## src/rtl/serial_subtractor_ctrl.sv

```systemverilog
// Bit-serial subtractor: one full-subtractor cell stepped over WIDTH bits, LSB first.
// Optional signed-overflow output is enabled by defining SERIAL_SUB_OVF_EN.
module serial_subtractor_ctrl #(
    parameter int WIDTH = 8
) (
    input  logic             clk,
    input  logic             rst_n,
    input  logic             in_valid,
    output logic             in_ready,
    input  logic [WIDTH-1:0] a,
    input  logic [WIDTH-1:0] b,
    input  logic             bin,
    output logic             out_valid,
    input  logic             out_ready,
    output logic [WIDTH-1:0] diff,
    output logic             borrow,
    output logic             busy
`ifdef SERIAL_SUB_OVF_EN
    ,
    output logic             ovf
`endif
);

    localparam int CW = (WIDTH > 1) ? $clog2(WIDTH) : 1;

    typedef enum logic [1:0] {
        S_IDLE,
        S_RUN,
        S_DONE
    } state_t;

    state_t           r_state;
    logic [WIDTH-1:0] r_a;
    logic [WIDTH-1:0] r_b;
    logic [WIDTH-1:0] r_res;
    logic             r_br;
    logic [CW-1:0]    r_cnt;
`ifdef SERIAL_SUB_OVF_EN
    logic             r_am;
    logic             r_bm;
`endif

    logic             w_a0;
    logic             w_b0;
    logic             w_d;
    logic             w_br;
    logic             w_last;
    logic [WIDTH-1:0] w_res_nxt;

    // Single full-subtractor cell working on the current LSBs
    assign w_a0      = r_a[0];
    assign w_b0      = r_b[0];
    assign w_d       = w_a0 ^ w_b0 ^ r_br;
    assign w_br      = (~w_a0 & w_b0) | (~(w_a0 ^ w_b0) & r_br);
    assign w_last    = (r_cnt == CW'(WIDTH - 1));
    assign w_res_nxt = {w_d, r_res[WIDTH-1:1]};

    // Control FSM with all datapath and registered outputs
    always_ff @(posedge clk or negedge rst_n) begin
        if (!rst_n) begin
            r_state   <= S_IDLE;
            r_a       <= '0;
            r_b       <= '0;
            r_res     <= '0;
            r_br      <= 1'b0;
            r_cnt     <= '0;
            in_ready  <= 1'b1;
            out_valid <= 1'b0;
            diff      <= '0;
            borrow    <= 1'b0;
            busy      <= 1'b0;
`ifdef SERIAL_SUB_OVF_EN
            r_am      <= 1'b0;
            r_bm      <= 1'b0;
            ovf       <= 1'b0;
`endif
        end else begin
            unique case (r_state)
                S_IDLE: begin
                    if (in_valid && in_ready) begin
                        r_a      <= a;
                        r_b      <= b;
                        r_br     <= bin;
                        r_res    <= '0;
                        r_cnt    <= '0;
                        in_ready <= 1'b0;
                        busy     <= 1'b1;
                        r_state  <= S_RUN;
`ifdef SERIAL_SUB_OVF_EN
                        r_am     <= a[WIDTH-1];
                        r_bm     <= b[WIDTH-1];
`endif
                    end
                end
                S_RUN: begin
                    r_a   <= r_a >> 1;
                    r_b   <= r_b >> 1;
                    r_br  <= w_br;
                    r_res <= w_res_nxt;
                    r_cnt <= r_cnt + CW'(1);
                    if (w_last) begin
                        r_state   <= S_DONE;
                        out_valid <= 1'b1;
                        diff      <= w_res_nxt;
                        borrow    <= w_br;
`ifdef SERIAL_SUB_OVF_EN
                        ovf       <= (r_am ^ r_bm) & (r_am ^ w_d);
`endif
                    end
                end
                S_DONE: begin
                    if (out_ready) begin
                        r_state   <= S_IDLE;
                        out_valid <= 1'b0;
                        in_ready  <= 1'b1;
                        busy      <= 1'b0;
                    end
                end
                default: begin
                    r_state <= S_IDLE;
                end
            endcase
        end
    end

endmodule

```

## config.mk

```make
export PLATFORM = sky130hd
export DESIGN_NAME = serial_subtractor_ctrl
export DESIGN_NICKNAME = d
export VERILOG_FILES = /design/src/rtl/serial_subtractor_ctrl.sv
export SDC_FILE = /design/constraint.sdc
export NUM_CORES = 1
export LEC_CHECK = 0
export ABC_AREA = 1
export BUFFER_PORTS_ARGS = -buffer_cell sky130_fd_sc_hd__buf_4
export CAP_MARGIN = 40
export CORE_ASPECT_RATIO = 1.4
export CORE_UTILIZATION = 59
export CTS_BUF_LIST = sky130_fd_sc_hd__clkbuf_16
export CTS_CLUSTER_DIAMETER = 200
export DETAILED_ROUTE_END_ITERATION = 7
export GPL_TIMING_DRIVEN = 0
export HOLD_SLACK_MARGIN = 0.03
export MAX_ROUTING_LAYER = met4
export PLACE_DENSITY_LB_ADDON = 0.05
export SYNTH_ARGS = -nofsm -noshare
export SYNTH_HDL_FRONTEND = slang
export SYNTH_SLANG_ARGS = --single-unit
```

## constraint.sdc

```tcl
create_clock -name clk -period 2.6 [get_ports clk]
set_clock_uncertainty 0.2 [all_clocks]
set_input_delay 0.13 -clock clk [delete_from_list [all_inputs] [get_ports clk]]
set_output_delay 0.13 -clock clk [all_outputs]
set_load 0.02 [all_outputs]
```

### After elaboration in Yosys (flattened, before gate mapping)

Cells that the tools add are included.

* $add $sub $neg: 1
* equality and inequality tests: 6
* mux-type cells: 22
* bitwise gates (word level): 7
* reductions and logical operators: 10

Operators by type and width (number)
* 8-bit one-hot mux with 2 select lines: 3
* 8-bit 2-to-1 mux: 3
* 3-bit AND reduction: 3
* 1-bit one-hot mux with 2 select lines: 4
* 1-bit 2-to-1 mux: 6
* 2-bit 2-to-1 mux: 3
* 2-bit inequality test (second input constant): 3
* 2-bit one-hot mux with 3 select lines: 1
* 3-bit one-hot mux with 2 select lines: 1
* 2-bit nonzero test: 3
* 2-bit AND reduction: 2
* 3-bit by 1-bit adder with 3-bit output (second input constant): 1
* 3-bit equality test (second input constant): 1
* 3-bit 2-to-1 mux: 1
* 1-bit bitwise AND: 2
* 2-bit by 1-bit equality test with 1-bit output (second input constant): 1
* 2-bit equality test (second input constant): 1
* 2-bit zero test: 1
* 1-bit inverter: 2
* 1-bit XOR: 2
* 1-bit logical AND: 1
* 1-bit OR: 1

* output and inout port bits: 12
* logic and storage cells: 57
* register bits: 42

### Longest topological paths before layout

* word-level depth: 5
* mapped depth: 7
* gate-level depth less buffers: 7

### Worst setup path before layout

No wires, ideal clock.

* path type: register to register
* start point: register r_cnt[0]
* end point: register r_state[1]
* slack: 0.998 ns
* buffers on the path: 2
* setup time: 0.130 ns
* cell stages (with the launch flop): 7
* arrival time: 1.272 ns
* required time: 2.270 ns
* clock period less this slack: 1.602 ns
* cell sequence: dfrtp_1 > ha_1 > ha_1 > clkbuf_1 > nand2_1 > buf_2 > o21ai_0

* cells in the longest elaborated chain, start to end: 3

RTL lines
* from (decl): RTL line 37 `logic [CW-1:0] r_cnt;`
* from (signal assigned): RTL line 100 `r_cnt <= r_cnt + CW'(1);`
* 3-bit equality test: RTL line 55 `assign w_last = (r_cnt == CW'(WIDTH - 1));`
* 2-bit inequality test (no source line)
* 3-bit AND reduction (no source line)
* to (signal assigned): RTL line 61 `r_state <= S_IDLE;`
* to (signal assigned): RTL line 88 `r_state <= S_RUN;`
* to (signal assigned): RTL line 102 `r_state <= S_DONE;`
* to (decl): RTL line 32 `state_t r_state;`

No other way between the ends.
A chain may end at the register's enable or synchronous reset.

### Worst setup path after layout

* start point: register r_cnt[0]
* end point: register diff[3]

* cells in the longest elaborated chain, start to end: 2

RTL lines
* 3-bit equality test: RTL line 55
* 2-bit AND reduction (no source line)
* to (signal assigned): RTL line 104 `diff <= w_res_nxt;`
* to (decl): RTL line 15 `output logic [WIDTH-1:0] diff,`

No other way between the ends.

==> out/qor.txt <==
Status: finished clean
Worst skew pair latency: 0.28 ns
Placed cell area: 2190 µm²
RSZ-0062 raised after global routing: no
Post-synth EDFFs: 0
Worst-Margin Slew: 0.513 ns
Worst Path Max Fanout: 10
Crit end category: flop
Total grt overflow: 0
Final-report setup violation count: 0
Post-Syn Area per Cell: 8.12 µm²
CP required: 2.57 ns
WL/cell: 12.5 µm
Share of the yosys chip area belonging to registers: 54.1%
Hold Vio Cnt, Final: 0
Final WL: 4.14 mm
Reg2reg path depth: 7
Fin Hold WS: 0.0788 ns
Post-Syn Area: 1900 µm²
Setup_tns: 0 ns
Final period util: 69.6%
CTS sink count: 41
Fin. max-slew vios: 0
DRC: 0
CTS Buf Count: 5
Synth Warn #: 0
Seq cells post-synth: 41
Top-level I/O count: 33
Synth Net Count: 258
Vias in the first global route: 1657
Tot Pwr: 2.89 mW
First-pass DRT Iterations: 5
Reg clk slew, reported paths: 0.06 ns
Hold crit path type: in -> reg
Initial Utilization: 61.4%
P per Cell Area: 1150 nW/µm²
Syn Inst Count: 234
VDD IR max: 0.728 mV
WHS Path Cells: 5
Initial antenna violation count: 0
# diodes: 0
Via/cell ratio: 5.25
Arr. time, crit path: 1.78 ns
Global placement routability congestion: 0.784
Top FF cell, synth: dfrtp_1
Iter 0 DRT Violations: 80
Startpoint Class: flop
CTS max path bufs: 2
Cell area after layout: 2520 µm²
Slew headroom: 65.8%
Vias: 1744
Fin nets: 316
Fin crit period: 1.81 ns
WS Path Type: reg -> reg
Die Y: 69.1 µm
Max Clock Freq: 553 MHz
CTS tree: done
Async set or reset register ratio after synthesis: 100%
Placeable Area: 3090 µm²
H-tree depth: 2
Share of post-route cells with drive strength above 1: 19.5%
Resize count post-CTS: 0
Die area: 3450 µm²
Area growth syn-to-layout: 32.7%
Clock Tree Root: clkbuf_16
Chip Width: 50.0 µm
ANT nets after route: 0
Max-cap check violation count: 0
PortBufs: 32
Post-synth cell types: 20
Gr usage total: 28.0%
Leak: 1.39 nW
Largest net degree at the start of global routing: 42
Global-route wire length before repair: 7.11 mm
Detailed Place HPWL: 2.63 mm
Row count: 24
## repair_timing
action / CTS / global route
setup buffers: 0 / 0
hold endpoints to repair: 62 / 0
hold buffers: 19 / 0
## per-layer routing
metal	wire length, µm	vias up	part of all wire, %	GRT usage (%)
met5	0	-	0	-
met4	70	0	1.7	10.5
met3	140	7	3.4	5.30
met2	2190	44	53	46.5
met1	1740	831	42	33.1
li1	-	862	-	-
## state kept, by name (all words and copies together), names as in the netlist
signal,cells
diff,8
borrow,1
r_b,8
r_a,8
in_ready,1
r_cnt,3
out_valid,1
r_br,1
busy,1
r_res,7
r_state,2
## area by class of cell
class / count / area (µm²)
Clock buffer: 5 / 125
Buffer: 14 / 73.8
Fill cell: 214 / 572
Timing Repair Buffer: 51 / 430
Inverter: 8 / 30.0
Sequential cell: 41 / 1030
Tap cell: 39 / 48.8
Clock inverter: 3 / 17.5
Multi-Input combinational cell: 171 / 768
## synthesized netlist by cell type, types with 2 or more instances
| library cell | instances | area share (%) |
|---|---|---|
| inv_1 | 6 | 1.2 |
| buf_2 | 8 | 2.1 |
| o21ai_0 | 4 | 1.1 |
| dfrtp_1 | 40 | 53 |
| buf_4 | 3 | 1.2 |
| ha_1 | 2 | 1.3 |
| nand3_1 | 52 | 14 |
| clkbuf_1 | 2 | 0.40 |
| inv_2 | 2 | 0.40 |
| nand2_1 | 105 | 21 |
## power by group
| group | switching (mW) | total, mW | internal, mW |
|---|---|---|---|
| clock network | 0.239 | 0.591 | 0.351 |
| logic | 0.753 | 1.24 | 0.485 |
| registers | 0.155 | 1.06 | 0.909 |
| total | 1.15 | 2.89 | 1.74 |
## worst max-delay path, cell delays in order, from the launching register on
cell,delay (ns)
dfrtp_1,0.37
ha_1,0.16
ha_1,0.13
clkbuf_1,0.35
nand2_1,0.14
buf_2,0.20
nand2_1,0.09
nand2_1,0.06
## metrics by stage
stage / util [%] / instances / worst slack (ns)
floorplan: - / 234 / 0.998
global placement: 70.8 / 305 / 0.822
detailed placement: 70.8 / 305 / 0.826
CTS: 81.5 / 332 / 0.774
global route: 81.5 / 332 / 0.633
finish: 81.5 / 332 / 0.791
## path summary, 6_finish.rpt
kind / to / from / slack, ns
worst max-delay path: diff[3]$_DFFE_PN0P_ / r_cnt[0]$_DFFE_PN0P_ / 0.79
worst min-delay path: r_b[7]$_DFFE_PN0P_ / in_valid / 0.08
worst max register to register: diff[3]$_DFFE_PN0P_ / r_cnt[0]$_DFFE_PN0P_ / 0.79
worst min register to register: diff[5]$_DFFE_PN0P_ / diff[5]$_DFFE_PN0P_ / 0.27
max in group asynchronous: in_ready$_DFFE_PN1P_ / rst_n / 1.65
min in group asynchronous: out_valid$_DFFE_PN0P_ / rst_n / 0.19
## cells in the final DEF, fill, tap and decap left out, drive strengths merged
cell type / count
nor2: 2
nand3: 52
ha: 2
o21ai: 5
clkbuf: 7
dfrtp: 40
inv: 8
clkinvlp: 1
dlygate4sd3: 19
or2: 1
o21bai: 1
buf: 44
clkinv: 2
a21oi: 1
fa: 1
nand2: 106
dfstp: 1
## cell families (layout without fill, tap and decap cells)
kind of cell / count (synthesis) / in the layout / synth area share [%]
simple gates: 161 / 161 / 35.9
buf+inv: 22 / 81 / 5.47
flops: 41 / 41 / 54.1
fa+ha+maj: 3 / 3 / 2.37
compound gates: 7 / 7 / 2.17
Note: power is estimated with default switching activity, not from simulation.
